$ cat src/rtl/fetch_pkg.sv
// Shared definitions for the instruction fetch sequencer: state encoding and
// default geometry (address width, instruction width, fetch timeout).
package fetch_pkg;

   localparam int DEF_SIZE    = 8;
   localparam int DEF_WIDTH   = 16;
   localparam int DEF_TIMEOUT = 15;

   typedef enum logic [2:0] {
      IDLE   = 3'd0,
      FETCH  = 3'd1,
      ISSUE  = 3'd2,
      STEP   = 3'd3,
      SETTLE = 3'd4,
      DONE   = 3'd5
   } fetch_state_t;

   // Width of a down-counter that must hold the value n.
   function automatic int cnt_width(input int n);
      return (n < 1) ? 1 : $clog2(n + 1);
   endfunction

endpackage

$ cat src/rtl/fetch_sequencer_if.sv
// Memory read port and instruction hand-off port of the fetch sequencer.
// master: the sequencer; slave: the memory and the instruction consumer.
interface fetch_sequencer_if
   import fetch_pkg::*;
   #(
      parameter int SIZE  = DEF_SIZE,
      parameter int WIDTH = DEF_WIDTH
   );

   logic             mem_req;
   logic [SIZE-1:0]  mem_addr;
   logic             mem_ack;
   logic [WIDTH-1:0] mem_data;

   logic [WIDTH-1:0] instr;
   logic             instr_valid;
   logic             instr_ready;

   modport master (
      output mem_req, mem_addr, instr, instr_valid,
      input  mem_ack, mem_data, instr_ready
   );

   modport slave (
      input  mem_req, mem_addr, instr, instr_valid,
      output mem_ack, mem_data, instr_ready
   );

endinterface

$ cat src/rtl/fetch_timeout.sv
// Fetch watchdog: down-counter loaded with TIMEOUT while the sequencer is out
// of FETCH, decremented for every FETCH cycle without an ack. expired is high
// during the TIMEOUT-th unacknowledged cycle so the sequencer can abort at
// the end of it.
module fetch_timeout
   import fetch_pkg::*;
   #(
      parameter int TIMEOUT = DEF_TIMEOUT
   ) (
      input  logic clk,
      input  logic reset,
      input  logic clear,
      input  logic run,
      output logic expired
   );

   localparam int CW = cnt_width(TIMEOUT);

   logic [CW-1:0] cnt;

   // Reload outside FETCH, count down while waiting for the ack.
   always_ff @(posedge clk or posedge reset) begin
      if (reset) begin
         cnt <= CW'(TIMEOUT);
      end else if (clear) begin
         cnt <= CW'(TIMEOUT);
      end else if (run && (cnt != '0)) begin
         cnt <= cnt - 1'b1;
      end
   end

   assign expired = run && (cnt == CW'(1));

endmodule

$ cat src/rtl/fetch_sequencer.sv
// Instruction fetch sequencer: reads the word at pc, hands it to the consumer,
// then pulses incr to advance the external program counter. Stops at the top
// address (done) or on halt sampled at the end of each step.
//
// Optional feature: define FETCH_TIMEOUT_EN to abort a fetch whose ack does
// not arrive within TIMEOUT cycles (sets the sticky err flag).
//
// state  | meaning
// IDLE   | waiting for start; all handshake outputs low
// FETCH  | mem_req high, mem_addr = pc, waiting for mem_ack
// ISSUE  | instr_valid high, waiting for instr_ready
// STEP   | incr high for one cycle
// SETTLE | incr low for one cycle, pc updates; halt sampled on exit
// DONE   | top address issued; done held until reset
module fetch_sequencer
   import fetch_pkg::*;
   #(
      parameter int SIZE    = DEF_SIZE,
      parameter int WIDTH   = DEF_WIDTH,
      parameter int TIMEOUT = DEF_TIMEOUT
   ) (
      input  logic            clk,
      input  logic            reset,
      input  logic            start,
      input  logic            halt,
      input  logic [SIZE-1:0] pc,
      output logic            incr,
      output logic            done,
      output logic            err,
      fetch_sequencer_if.master bus
   );

   fetch_state_t state;
   logic         start_armed;
   logic         fetch_expired;

   // The watchdog counter is a plain down-counter; zero would never fire.
   if (TIMEOUT < 1) begin : g_timeout_range
      $error("fetch_sequencer: TIMEOUT must be at least 1");
   end

`ifdef FETCH_TIMEOUT_EN
   fetch_timeout #(
      .TIMEOUT (TIMEOUT)
   ) u_timeout (
      .clk     (clk),
      .reset   (reset),
      .clear   (state != FETCH),
      .run     ((state == FETCH) && !bus.mem_ack),
      .expired (fetch_expired)
   );
`else
   assign fetch_expired = 1'b0;
`endif

   // Sequencer FSM; every output is a register so incr edges are glitch-free.
   always_ff @(posedge clk or posedge reset) begin
      if (reset) begin
         state           <= IDLE;
         start_armed     <= 1'b1;
         incr            <= 1'b0;
         done            <= 1'b0;
         err             <= 1'b0;
         bus.mem_req     <= 1'b0;
         bus.mem_addr    <= '0;
         bus.instr       <= '0;
         bus.instr_valid <= 1'b0;
      end else begin
         // A level start launches one run; it must drop before the next one.
         if (!start) begin
            start_armed <= 1'b1;
         end

         case (state)
            IDLE: begin
               if (start && start_armed) begin
                  start_armed  <= 1'b0;
                  bus.mem_req  <= 1'b1;
                  bus.mem_addr <= pc;
                  state        <= FETCH;
               end
            end

            FETCH: begin
               if (bus.mem_ack) begin
                  bus.instr       <= bus.mem_data;
                  bus.mem_req     <= 1'b0;
                  bus.instr_valid <= 1'b1;
                  state           <= ISSUE;
               end else if (fetch_expired) begin
                  bus.mem_req <= 1'b0;
                  err         <= 1'b1;
                  state       <= IDLE;
               end
            end

            ISSUE: begin
               if (bus.instr_ready) begin
                  bus.instr_valid <= 1'b0;
                  if (&pc) begin
                     // Top address: no step, the counter must not wrap.
                     done  <= 1'b1;
                     state <= DONE;
                  end else begin
                     incr  <= 1'b1;
                     state <= STEP;
                  end
               end
            end

            STEP: begin
               incr  <= 1'b0;
               state <= SETTLE;
            end

            SETTLE: begin
               if (halt) begin
                  state <= IDLE;
               end else begin
                  bus.mem_req  <= 1'b1;
                  bus.mem_addr <= pc;
                  state        <= FETCH;
               end
            end

            DONE: begin
               state <= DONE;
            end

            default: begin
               state <= IDLE;
            end
         endcase
      end
   end

endmodule

$ cat src/flat_wrapper.sv
// flat-port wrapper written by rule: the top's interface ports become plain ports
module fetch_sequencer_flat import fetch_pkg::*;
#(
      parameter int SIZE    = DEF_SIZE,
      parameter int WIDTH   = DEF_WIDTH,
      parameter int TIMEOUT = DEF_TIMEOUT
   )
  (clk, reset, start, halt, pc, incr, done, err, bus_mem_req, bus_mem_addr, bus_instr, bus_instr_valid, bus_mem_ack, bus_mem_data, bus_instr_ready);
  fetch_sequencer_if #(.SIZE(SIZE), .WIDTH(WIDTH)) bus_i ();
  input  logic clk;
  input  logic reset;
  input  logic start;
  input  logic halt;
  input  logic [SIZE-1:0] pc;
  output logic incr;
  output logic done;
  output logic err;
  output wire logic [$bits(bus_i.mem_req)-1:0] bus_mem_req;
  output wire logic [$bits(bus_i.mem_addr)-1:0] bus_mem_addr;
  output wire logic [$bits(bus_i.instr)-1:0] bus_instr;
  output wire logic [$bits(bus_i.instr_valid)-1:0] bus_instr_valid;
  input wire logic [$bits(bus_i.mem_ack)-1:0] bus_mem_ack;
  input wire logic [$bits(bus_i.mem_data)-1:0] bus_mem_data;
  input wire logic [$bits(bus_i.instr_ready)-1:0] bus_instr_ready;
  assign bus_mem_req = bus_i.mem_req;
  assign bus_mem_addr = bus_i.mem_addr;
  assign bus_instr = bus_i.instr;
  assign bus_instr_valid = bus_i.instr_valid;
  assign bus_i.mem_ack = bus_mem_ack;
  assign bus_i.mem_data = bus_mem_data;
  assign bus_i.instr_ready = bus_instr_ready;
  fetch_sequencer #(.SIZE(SIZE), .WIDTH(WIDTH), .TIMEOUT(TIMEOUT)) u_core (.clk(clk), .reset(reset), .start(start), .halt(halt), .pc(pc), .incr(incr), .done(done), .err(err), .bus(bus_i));
endmodule
$ cat config.mk
export PLATFORM = sky130hd
export DESIGN_NAME = fetch_sequencer_flat
export DESIGN_NICKNAME = d
export VERILOG_FILES = /design/src/rtl/fetch_pkg.sv /design/src/rtl/fetch_sequencer_if.sv /design/src/rtl/fetch_timeout.sv /design/src/rtl/fetch_sequencer.sv /design/src/flat_wrapper.sv
export SDC_FILE = /design/constraint.sdc
export NUM_CORES = 1
export LEC_CHECK = 0
export BUFFER_PORTS_ARGS = -buffer_cell sky130_fd_sc_hd__buf_2
export CAP_MARGIN = 20
export CORE_UTILIZATION = 50
export DETAILED_ROUTE_END_ITERATION = 12
export HOLD_SLACK_MARGIN = 0.02
export PLACE_DENSITY = 0.83
export SLEW_MARGIN = 20
export SYNTH_ARGS = -nofsm -noshare
export SYNTH_HDL_FRONTEND = slang
export SYNTH_SLANG_ARGS = --single-unit
$ cat constraint.sdc
create_clock -name clk -period 3.8 [get_ports clk]
set_input_delay 0.38 -clock clk [delete_from_list [all_inputs] [get_ports clk]]
set_output_delay 0.38 -clock clk [all_outputs]
set_load 0.02 [all_outputs]
==> flow_summary.ini, run 1 <==
[outcome]
status = finished, final reports clean

[layout]
fin_cells = 195
drive_above_1_share_pct = 52.1
finish.utilization_pct = 69.3
antenna_cells = 0
num-nets-final = 194
area_growth_pct = 25.7

[yosys]
synth_area_per_cell_um2 = 13.5
ys.flop_type = dfrtp_1
synth_top_area_share_pct = 54.8
ys.warnings.count = 0
ys_top_cells_by_count = dfrtp_1 (31), mux2_1 (8), mux2_2 (8), mux2_4 (8), a21oi_1 (6)
synth-seq-cells = 32
syn_area_um2 = 1420
yosys.cell_types.count = 33
synth.largest_area_cell = dfrtp_1
yosys-top-cells-area = dfrtp_1 (55%), mux2_4 (8.5%), mux2_1 (6.4%)
synth_enable_flop_cells = 0
syn_nets = 135
yosysSeqAreaShare_pct = 56.7
synth_cells = 105
synthArstFlopShare_pct = 100
yosysMostFrequentCell = dfrtp_1

[timing]
rsz0062_at_grt = no
min_period_over_period_pct = 49.3
fmax_mhz = 533
hold_viol_final = 0
final.setup_skew_ns = 0.00187
tightest_slew_ns = 0.658
maxSlewViolCount = 0
tns_ns = 0
setup_violations = 0
fin_crit_ns = 1.88
max_slew_margin_pct = 56.1

[placement]
hpwlAfterDp_mm = 2.17
gp_congestion = 0.747
portBuffers = 57
dp.cells = 186

[clocking]
cts_setup_buffers = 0
h-tree-depth = 2
clk_latency_ns = 0.32
tritoncts = yes
cts_hold_buf = 0
path_clk_slew_ns = 0.10
cts_buffers = 5
root_buffer = clkbuf_4
clock_sinks = 32
cts_resized = 0
cts_buffer_depth = 2

[job]
drv_cap = 0

[pwr]
swShare_pct = 39.7
switching_power_mw = 0.618
ir_drop_uv = 582
powerDensity_nw_per_um2 = 874
p_int_mw = 0.937
p_leak_nw = 0.893
combPwrFrac_pct = 46.4
clkPwrFrac_pct = 12.9
p_seq_share_pct = 40.7

[grt]
gr-usage-all-layers_pct = 21.2
grt_pass1_wl_mm = 4.95
grt_pass1_vias = 1068
grt_max_degree = 20
grt_antenna_before_repair = 0
overflow = 0

[route]
wl_mm = 2.88
drc = 0
first_iter_violations = 6
viasPerCell = 5.21
wire_per_inst_um = 14.8
vias = 1016
dr.pass1.iters = 2
antenna_left = 0

[worst_setup_path]
worstSetupPathType = flop to flop
cp_max_fo = 13
max_stage_delay_ns = 0.58
cp.arrival_ns = 2.09
setup.worst_path.start_class = flop
worstPathRequired_ns = 4.01
path_buf_inv = 1
end_kind = flop
crit_family = flip-flops
crit_chain = nor4bb_4 -> buf_4 -> mux2_1
cp_slowest_cell = dfrtp_1

[die]
fp.dieW_um = 55.2
start_util_pct = 55.1
ios = 59
core_um2 = 2570
row_count = 18
dieArea_um2 = 3050
die_h_um = 55.2

[min_path]
hp-class = primary input to async pin
[through the flow]
stage | cell area [um^2] | power, mW | hold WS, ns | setup slack (ns)
global placement | 1700 | 1.33 | 0.450 | 1.78
CTS | 1770 | 1.56 | 0.143 | 1.72
global route | 1780 | 1.65 | 0.190 | 1.82
floorplan | 1420 | 1.15 | 0.419 | 2.28
detailed placement | 1710 | 1.36 | 0.461 | 1.73
finish | 1780 | 1.56 | 0.131 | 1.92
[registers in the layout, summed over array words and instances (netlist names)]
signal	cells
u_core.bus.mem_req	1
u_core.bus.mem_addr	8
u_core.done	1
u_core.incr	1
u_core.bus.instr	16
u_core.bus.instr_valid	1
u_core.start_armed	1
u_core.state	3
[path summary, 6_finish.rpt]
check	cells after the start	slack, ns	startpoint	end
max in group asynchronous	3	3.13	reset	u_core.bus.mem_addr[5]$_DFFE_PP0P_
worst min register to register	1	0.48	u_core.bus.instr_valid$_DFFE_PP0P_	u_core.bus.instr_valid$_DFFE_PP0P_
worst min-delay path	2	0.13	reset	u_core.bus.instr[11]$_DFFE_PP0P_
min in group clk	2	0.22	start	u_core.start_armed$_DFF_PP1_
worst max-delay path	3	1.92	u_core.state[0]$_DFFE_PP0P_	u_core.bus.instr[13]$_DFFE_PP0P_
worst max register to register	3	1.92	u_core.state[0]$_DFFE_PP0P_	u_core.bus.instr[13]$_DFFE_PP0P_
[cells by family (layout without fill, tap and decap cells)]
family,after synthesis,count (layout),share of synthesized area (%)
flops,32,32,56.7
xor+xnor,1,1,0.619
mux,24,24,21.2
buf+inv,9,69,4.60
simple gates,20,20,7.78
other cells,1,1,0.265
compound gates,18,18,8.84
[per-layer routing]
| metal | track usage (%) | wire length, um |
|---|---|---|
| met3 | 5.39 | 125 |
| met1 | 25.4 | 1210 |
| met4 | 9.64 | 24 |
| met5 | 0 | 0 |
| met2 | 35.8 | 1520 |
[placed cells by master (no fill, tap or decap), types with 2 or more instances in the layout]
cell / n
buf_2: 57
dfrtp_1: 31
mux2_1: 8
mux2_4: 8
mux2_2: 8
a21oi_1: 6
clkbuf_4: 5
nand2_1: 4
nor2_1: 4
inv_1: 2
nand4_1: 2
nor3_1: 2
nor2b_1: 2
a21o_1: 2
nand2b_1: 2
o21a_1: 2
clkinv_2: 2
[power groups by stage]
| stage | logic [mW] | registers [mW] | clock network, mW |
|---|---|---|---|
| 2_1_floorplan | 0.364 | 0.784 | 0 |
| 3_3_place_gp | 0.700 | 0.627 | 0 |
| 3_5_place_dp | 0.723 | 0.640 | 0 |
| 4_1_cts | 0.726 | 0.633 | 0.206 |
| 5_1_grt | 0.774 | 0.660 | 0.219 |
| 6_report | 0.722 | 0.633 | 0.200 |
[area by class of cell]
type	count	area (um^2)
Tap cell	30	37.5
Clock inverter	2	10.0
Multi-Input combinational cell	64	563
Inverter	2	7.51
Sequential cell	32	802
Clock buffer	6	51.3
Fill cell	205	788
Timing Repair Buffer	59	308
No activity file was read; power rests on OpenSTA's default activity.
==> run 2: changes to the inputs <==
Settings changed: CORE_UTILIZATION 50 to 42, PLACE_DENSITY 0.83 to 0.74.
Clock period 3.8 ns to 1.6 ns, I/O delays scaled along.
==> run 2 against run 1 <==
  * Via count is 5.4% higher
  * Sequential power rose by 140%
  * Wire length increased by 8.6%
  * Largest power group unchanged
==> flow_summary.ini, run 2 (synthesized netlist as in run 1, its figures left out) <==
[min_path]
holdPathEnd = u_core.bus.instr[10]$_DFFE_PP0P_
worstHoldStart = bus_mem_data[10]
hp-class = primary input to flop
hold_depth = 2

[clocking]
tritoncts = yes
clk_latency_ns = 0.34
path_clk_slew_ns = 0.10
clock_sinks = 32
h-tree-depth = 2
root_buffer = clkbuf_4
cts_buffers = 5
cts_buffer_depth = 2

[pwr]
p_seq_share_pct = 37.5
powerDensity_nw_per_um2 = 2050
p_leak_nw = 0.977
ir_drop_uv = 1080
combPwrFrac_pct = 51.4
p_int_mw = 2.43
switching_power_mw = 1.54
swShare_pct = 38.8
clkPwrFrac_pct = 11.1

[timing]
final.setup_skew_ns = 0.0140
maxSlewViolCount = 0
fin_hold_ws_ns = 0.0281
hold_viol_final = 0
setup_violations = 0
max_slew_margin_pct = 65.4
rsz0062_at_grt = yes
tightest_slew_ns = 0.519
fmax_mhz = 635
fin_crit_ns = 1.58
min_period_over_period_pct = 98.4

[worst_setup_path]
worstSetupPathType = flop to flop
cp.depth = 4
end_kind = flop
cp_slowest_cell = dfrtp_1
max_stage_delay_ns = 0.42
crit_family = flip-flops
r2r_cells = 4
timing.rr.start = u_core.state[2]$_DFFE_PP0P_
crit_chain = buf_6 -> nor4bb_4 -> buf_4 -> mux2_2
setup.worst_path.start_class = flop
r2r-end = u_core.bus.instr[5]$_DFFE_PP0P_
r2r_slack_ns = 0.02
worstPathRequired_ns = 1.83
cp_max_fo = 5
path_buf_inv = 2
cp.arrival_ns = 1.81

[die]
row_count = 20
start_util_pct = 45.2
dieArea_um2 = 3610
ios = 59
fp.dieW_um = 60.0
core_um2 = 3130
die_h_um = 60.0

[route]
drc = 0
viasPerCell = 4.89
dr.pass1.iters = 4
first_iter_violations = 36
antenna_left = 0
wire_per_inst_um = 14.3
wl_mm = 3.13
vias = 1071

[layout]
antenna_cells = 0
drive_above_1_share_pct = 56.6
num-nets-final = 204
largest_register = u_core.bus.instr
top_regs = u_core.bus.instr x16, u_core.bus.mem_addr x8, u_core.state x3
finish.utilization_pct = 61.8
largest_reg_flops = 16
final_common_cell = buf_2
fillers = 258
layout_common_cells = buf_2 (57), dfrtp_1 (31), mux2_4 (19), a21oi_1 (6), buf_4 (6)
area_growth_pct = 36.5

[grt]
grt_pass1_vias = 1100
gr-usage-all-layers_pct = 19.2
grtUsageMet2_pct = 32.4
top_usage_layer = met2
grt_pass1_wl_mm = 4.89
overflow = 0
grt_use_met3_pct = 4.76
met1_usage_pct = 20.6
grt_antenna_before_repair = 0
grt_max_degree = 22

[placement]
portBuffers = 57
hpwlAfterDp_mm = 2.29
gp_congestion = 0.816

[outcome]
status = finished, final reports clean

[job]
drv_cap = 0
[run 2: changes by cell type in the layout (fill, tap and decap cells not counted), sizes merged]
cell | before | now
buf | 59 | 67
dlygate4sd3 | 0 | 2
clkinv | 2 | 1
clkbuf | 6 | 7
[run 2: worst max path at each step]
stage,start,end,slack (ns)
floorplan,u_core.state[2]$_DFFE_PP0P_,u_core.bus.instr[0]$_DFFE_PP0P_,0.08
global placement,u_core.state[2]$_DFFE_PP0P_,u_core.bus.instr[6]$_DFFE_PP0P_,0.08
detailed placement,u_core.state[2]$_DFFE_PP0P_,u_core.bus.mem_addr[0]$_DFFE_PP0P_,0.03
CTS,u_core.state[2]$_DFFE_PP0P_,u_core.bus.instr[4]$_DFFE_PP0P_,0.01
global route,u_core.state[2]$_DFFE_PP0P_,u_core.bus.instr[6]$_DFFE_PP0P_,-0.06
finish,u_core.state[2]$_DFFE_PP0P_,u_core.bus.instr[5]$_DFFE_PP0P_,0.02
[run 2: power groups by stage]
stage / Sequential, mW / Combinational [mW] / Clock, mW
5_1_grt: 1.54 / 2.19 / 0.487
6_report: 1.49 / 2.04 / 0.442
3_3_place_gp: 1.45 / 1.77 / 0
2_1_floorplan: 1.86 / 0.863 / 0
4_1_cts: 1.47 / 1.83 / 0.447
3_5_place_dp: 1.49 / 1.83 / 0
[run 2: layout make-up]
class	instances	area [um^2]	area share [%]
well taps	44	55.1	2.85
multi-input cells	64	613	31.7
clock inverters	1	5.00	0.259
clock buffers	7	45.0	2.33
repair buffers	69	404	20.9
inverters	2	7.51	0.389
flip-flops and latches	32	802	41.5
[run 2: per-layer routing]
metal,vias up,share of wire [%]
met4,0,2.9
met3,10,3.4
li1,506,-
met2,26,53
met5,-,0
met1,529,40
[run 2: timing repair]
action,in CTS,in global routing
hold buffers,2,0
setup buffers,0,3
setup endpoints to repair,1,18
pin swaps,0,1
resized for setup,1,17
cloned,0,1
endpoints found under the hold margin,11,0
[run 2: through the flow]
| step | setup TNS, ns | power (mW) | instance area [um^2] | worst slack (ns) | instances |
|---|---|---|---|---|---|
| 5_1_grt | -0.526 | 4.21 | 1930 | -0.0611 | 219 |
| 4_1_cts | 0 | 3.75 | 1840 | 0.00969 | 215 |
| 2_1_floorplan | 0 | 2.72 | 1420 | 0.0750 | 105 |
| 3_5_place_dp | 0 | 3.31 | 1770 | 0.0287 | 205 |
| 6_report | 0 | 3.96 | 1930 | 0.0249 | 219 |
| 3_3_place_gp | 0 | 3.23 | 1770 | 0.0755 | 205 |
